`src/rtl/pipe_stage.sv`:
```
// Pipeline register between two core stages; loads, holds or bubbles its bundle
// according to the global hazard code and this instance's stage position.
module pipe_stage #(
   parameter int                        STAGE       = 1,
   parameter int unsigned               WIDTH       = 32,
   parameter logic [WIDTH-1:0]          FLUSH_VALUE = '0
) (
   input  logic             clk,
   input  logic             rst,
   input  logic [3:0]       hazard_signal,
   input  logic [WIDTH-1:0] in_data,
   output logic [WIDTH-1:0] out_data
);

   localparam int STAGE_ID  = 1;
   localparam int STAGE_EX  = 2;

   localparam logic [3:0] HS_DN       = 4'd0;
   localparam logic [3:0] STALL_EARLY = 4'd1;
   localparam logic [3:0] FLUSH_EARLY = 4'd2;
   localparam logic [3:0] STALL_MMU   = 4'd3;
   localparam logic [3:0] FLUSH_ALL   = 4'd4;

   // Stage role flags; any stage outside IF/ID and ID/EX behaves as a late stage
   localparam bit IS_ID = (STAGE == STAGE_ID);
   localparam bit IS_EX = (STAGE == STAGE_EX);

   logic [WIDTH-1:0] data_q;
   logic [WIDTH-1:0] data_d;

   always_ff @(posedge clk or posedge rst) begin
      if (rst) begin
         data_q <= FLUSH_VALUE;
      end else begin
         data_q <= data_d;
      end
   end

   // Next-value select; unknown codes fall through to a normal load
   always_comb begin
      data_d = in_data;
      case (hazard_signal)
         HS_DN:     data_d = in_data;
         FLUSH_ALL: data_d = FLUSH_VALUE;
         STALL_MMU: data_d = data_q;
         STALL_EARLY: begin
            if (IS_ID) begin
               data_d = data_q;
            end else if (IS_EX) begin
               data_d = FLUSH_VALUE;
            end
         end
         FLUSH_EARLY: begin
            if (IS_ID) begin
               data_d = FLUSH_VALUE;
            end
         end
         default:   data_d = in_data;
      endcase
   end

   assign out_data = data_q;

endmodule

```
`config.mk`:
```
export PLATFORM = sky130hd
export DESIGN_NAME = pipe_stage
export DESIGN_NICKNAME = d
export VERILOG_FILES = /design/src/rtl/pipe_stage.sv
export SDC_FILE = /design/constraint.sdc
export NUM_CORES = 1
export LEC_CHECK = 0
export CAP_MARGIN = 20
export CORE_MARGIN = 3
export CORE_UTILIZATION = 44
export CTS_CLUSTER_DIAMETER = 30
export DETAILED_ROUTE_END_ITERATION = 8
export GPL_ROUTABILITY_DRIVEN = 0
export HOLD_SLACK_MARGIN = 0.05
export PLACE_DENSITY = 0.85
export SYNTH_ARGS = -nofsm -noshare
export SYNTH_HDL_FRONTEND = slang
export SYNTH_SLANG_ARGS = --single-unit
export TNS_END_PERCENT = 20
```
`constraint.sdc`:
```
create_clock -name clk -period 2.1 [get_ports clk]
set_input_delay 0.525 -clock clk [delete_from_list [all_inputs] [get_ports clk]]
set_output_delay 0.525 -clock clk [all_outputs]
set_load 0.01 [all_outputs]
```
; ---- Word level (Yosys, flattened, before mapping)
; Index checks and enable logic that the tools add are counted.
[op_classes]
n_eq_ne = 4
muxes = 1
n_reduce_logical = 2
[ops]
columns = op, n
row1 = case mux 32 bit (2 select lines), 1
row2 = equality test 4 x 2 -> 1 bit (second input constant), 2
row3 = equality test 4 x 1 -> 1 bit (second input constant), 1
row4 = equality test 4 x 3 -> 1 bit (second input constant), 1
row5 = OR reduction 2 bit, 2
[word_totals]
regBits = 32
elab_cells = 8

; ---- Depth between registers and ports, before layout
; Gate-level depths: netlist (run 1).
[depth]
depth_word = 3
mapped_depth = 5
ltp_nobuf = 3

; ---- Worst setup path after synthesis (run 1)
; No wires, ideal clock.
[synth_timing]
path_kind = input to register
startpoint = input port hazard_signal[2]
endpoint = register data_q[0], in the netlist out_data[0]
setup_time_ns = 0.121
arrival_time_ns = 1.263
setup_slack_ns = 0.716
stages = 5
path_cell_list = buf_6 -> a21oi_4 -> o31ai_4 -> buf_6 -> a22o_1
[synth_via]
elab_chain_cells = 3
word_cells_on_any_way = 7
[synth_lines]
columns = element, line
row1 = "start, declared", 10  ; input logic [3:0] hazard_signal,
row2 = equality test 4 x 2 -> 1 bit (tied with other cells), 42  ; case (hazard_signal)
row3 = OR reduction 2 bit (no source line), --
row4 = case mux 32 bit (2 select lines), 42
row5 = "end signal, assigned", 35  ; data_q <= data_d;
row6 = "end, declared", 28  ; logic [WIDTH-1:0] data_q;
; Parallel ways exist; a longest one is shown, timed or not.
; A chain may end at the register's enable or synchronous reset.

; ---- Final worst setup path (run 1)
[layout_timing]
startpoint = register data_q[1], in the netlist out_data[1]
endpoint = output port out_data[1]
[layout_rtl]
columns = element, line
row1 = "end, declared", 12  ; output logic [WIDTH-1:0] out_data
; No word-level cell between the ends.

==> results.env, run 1 <==
HOLD_BUFFERS=0
TIMING.SLEW.HEADROOM=0.5103
PLACE_HPWL_UM=2846
SKEW_NS=0
RUN_STATUS='completed'
DETAILROUTE.VIA_COUNT=1346
DRT-VIAS-PER-INSTANCE=5.956
HP-CLASS='primary input to asynchronous set/reset pin'
GRT_REMAINING_OVERFLOW=0
CRITICAL-PATH-TOP-DELAY-FAMILY='buffers and inverters'
CRITPATHREQUIREDTIME_NS=1.57
AREA.SEQUENTIAL_SQ_UM=800.8
MULTI_INPUT_COMB_AREA_SQ_UM=611.8
NFILLCELLS=241
AVGSYNTHCELLAREA_SQ_UM=13.28
SYNTH.LIB_CELLS_USED.DISTINCT=10
FINALHOLDVIOLATIONS=0
CP_CELL_SEQUENCE='clkdlybuf4s50_1'
FINAL_MAX_SLEW_VIOL_COUNT=0
GRT_USE_TOTAL=0.2130
STARTING_DENSITY=0.4764
DIE_FOOTPRINT_SQ_MM=0.004181
PEAKVDDDROP_uV=397.9
CHIPWIDTH_UM=64.66
END_KIND='output port'
DRIVE_ABOVE_1_SHARE=0.09341
SYN_NETS=152
DP_CELLS=218
POSTSYNTHREGISTERBITS=32
CTS_BUFFERS=5
SETUP_VIOL=0
ANTENNA_DIODE_INSTANCE_COUNT=0
POST_SYNTH_INST_COUNT=114
P_LEAK_uW=0.0009704
SYNTH_AREA_SQ_MM=0.001514
POWER.DENSITY_mW_PER_MM2=692.0
GRT_ANTENNA_BEFORE_REPAIR=0
I_O_PIN_COUNT=70
YS.WARNINGS.COUNT=0
SETUP-TNS-FINAL_NS=0
FINALCRITICALPERIOD_NS=1.806
CAP_VIOLATIONS=0
DRT_PASS1_ITERATIONS=4
HTREE_NUM_LEVELS=2
RSZ0062_AT_GRT='false'
SLOWEST_DELAY_NS=0.55
GRT_MAX_DEGREE=33
LAYOUT_SETUP_WS_NS=0.2936
M1WIRELENGTH_UM=1641
GRT_FIRST_PASS_WIRELENGTH_UM=6768
CLOCK_PIN_SLEW_ON_THE_WORST_SETUP_AND_HOLD_PATHS_NS=0.10
FRACTION_OF_THE_CYCLE_THE_FINAL_WORST_PATH_NEEDS=0.8602
ROUTE.DETAILED.DRC=0
LARGEST_REGISTER_FFS=32
VIAS_IN_THE_FIRST_GLOBAL_ROUTE=1358
WORST-PATH-MAX-FANOUT=2
MAX-CLOCK-PATH-BUFFERS=2
WORST_PIN_SLEW_NS=0.7329
TRITONCTS='done'
CP.ARRIVAL_NS=1.28
POSTLAYOUTCELLAREA_SQ_MM=0.002288
WL_UM=4134
NUM-NETS-FINAL=219
TOTAL_OF_CELLS_RESIZED_AFTER_CLOCK_TREE_SYNTHESIS=0
CTS_POST_SETUP_BUFFERS_INSERTED=0
PORT-BUFFER-COUNT=69
ROWS=20
DP_WORST_SETUP_SLACK_NS=-0.02901
LAYOUT.CELLS.NON_FILLER=226
TOPROUTINGLAYERUSED='met4'
DPL_CELL_AREA_SQ_MM=0.002212
DR_WL_MET3_UM=283
CLOCK_LATENCY_NS=0.33
CRITICAL_PATH.N_BUFFERS_INVERTERS=1
TIMING.CRITICAL_PATH.FROM_TYPE='flip-flop'
WL_MET2_UM=2145
SYN2LAYOUT_AREA_GROWTH_PCT=51.16
TRITONCTS_NUM_SINKS=32
CTS_ROOT_BUF='sky130_fd_sc_hd__clkbuf_4'
SYNTH.YOSYS.SEQ_AREA_SHARE=0.5289
CORE_REGION_AREA_SQ_MM=0.003178
DIEHEIGHT_UM=64.66
DRT_INITIAL_VIOLATIONS=80
WL_PER_CELL_UM=18.29
MASTER_OF_THE_SLOWEST_INSTANCE_ON_THE_CRITICAL_PATH='sky130_fd_sc_hd__clkdlybuf4s50_1'
MAX_FREQ_MHz=553.6
SETUP.WORST_PATH.CLASS='flip-flop to output port'
DRT.ANTENNA.VIOLATING_NETS=0
report_power, final:
part / leakage, uW / switching, uW / internal (uW)
Clock: 0.0000422 / 208 / 249
Combinational: 0.000546 / 163 / 253
Sequential: 0.000382 / 36.8 / 674
final timing paths:
check	startpoint	endpoint	slack, ns	depth (start not counted)
setup / recovery	out_data[1]	out_data[1]	0.29	1
hold / removal	rst	out_data[7]	0.55	3
setup reg to reg	out_data[7]	out_data[7]	1.15	2
hold reg to reg	out_data[21]	out_data[21]	0.62	2
max in group asynchronous	rst	out_data[31]	1.25	3
min in group clk	out_data[21]	out_data[21]	0.62	2
stage by stage:
step           power (uW)  hold WS (ns)    util
6_report             1584        0.5544  0.7201
5_1_grt              1652        0.5788  0.7201
4_1_cts              1596        0.5674  0.7201
3_5_place_dp         1138        0.5960  0.6961
3_3_place_gp         1124        0.5929  0.6961
2_1_floorplan       907.8        0.6396       -
cells in the final DEF, fill, tap and decap left out, types with 2 or more instances in the layout:
| cell | n |
|---|---|
| sky130_fd_sc_hd__clkdlybuf4s50_1 | 69 |
| sky130_fd_sc_hd__a22o_1 | 62 |
| sky130_fd_sc_hd__dfrtp_1 | 32 |
| sky130_fd_sc_hd__clkbuf_4 | 5 |
| sky130_fd_sc_hd__buf_4 | 4 |
| sky130_fd_sc_hd__a22o_2 | 2 |
final cells by class:
cell class,count,share of cell area
multi-input cells,67,0.2674
inverters,1,0.001640
clock buffers,6,0.01804
repair buffers,74,0.3237
clock inverters,2,0.01531
flip-flops and latches,32,0.3499
well taps,44,0.02406
kinds of logic after synthesis:
group,Yosys count,synth area share
and+or+nand+nor,1,0.007437
AOI/OAI and AO/OA,66,0.3967
buffers and inverters,15,0.06694
DFF,32,0.5289
per-layer routing:
layer,GRT usage,vias up
met4,0.07916,0
met1,0.2522,682
li1,-,597
met5,0,-
met2,0.3698,61
met3,0.05546,6
cells in the mapped netlist:
master | number | share of area
sky130_fd_sc_hd__buf_6 | 5 | 0.037
sky130_fd_sc_hd__inv_1 | 1 | 0.0025
sky130_fd_sc_hd__nor2_4 | 1 | 0.0074
sky130_fd_sc_hd__dfrtp_1 | 32 | 0.53
sky130_fd_sc_hd__buf_2 | 6 | 0.020
sky130_fd_sc_hd__o31ai_4 | 1 | 0.014
sky130_fd_sc_hd__a22o_1 | 62 | 0.36
sky130_fd_sc_hd__a22o_2 | 2 | 0.013
sky130_fd_sc_hd__a21oi_4 | 1 | 0.011
sky130_fd_sc_hd__clkbuf_1 | 3 | 0.0074
Note: power is estimated with default switching activity, not from simulation.
==> run 2, diff against run 1 <==
--- a/config.mk
+++ b/config.mk
@@ -13,6 +13,7 @@
 export GPL_ROUTABILITY_DRIVEN = 0
 export HOLD_SLACK_MARGIN = 0.05
 export PLACE_DENSITY = 0.85
+export SLEW_MARGIN = 20
 export SYNTH_ARGS = -nofsm -noshare
 export SYNTH_HDL_FRONTEND = slang
 export SYNTH_SLANG_ARGS = --single-unit
==> results of run 2 <==
The final DEF is identical to that of run 1; final timing and power are the same.
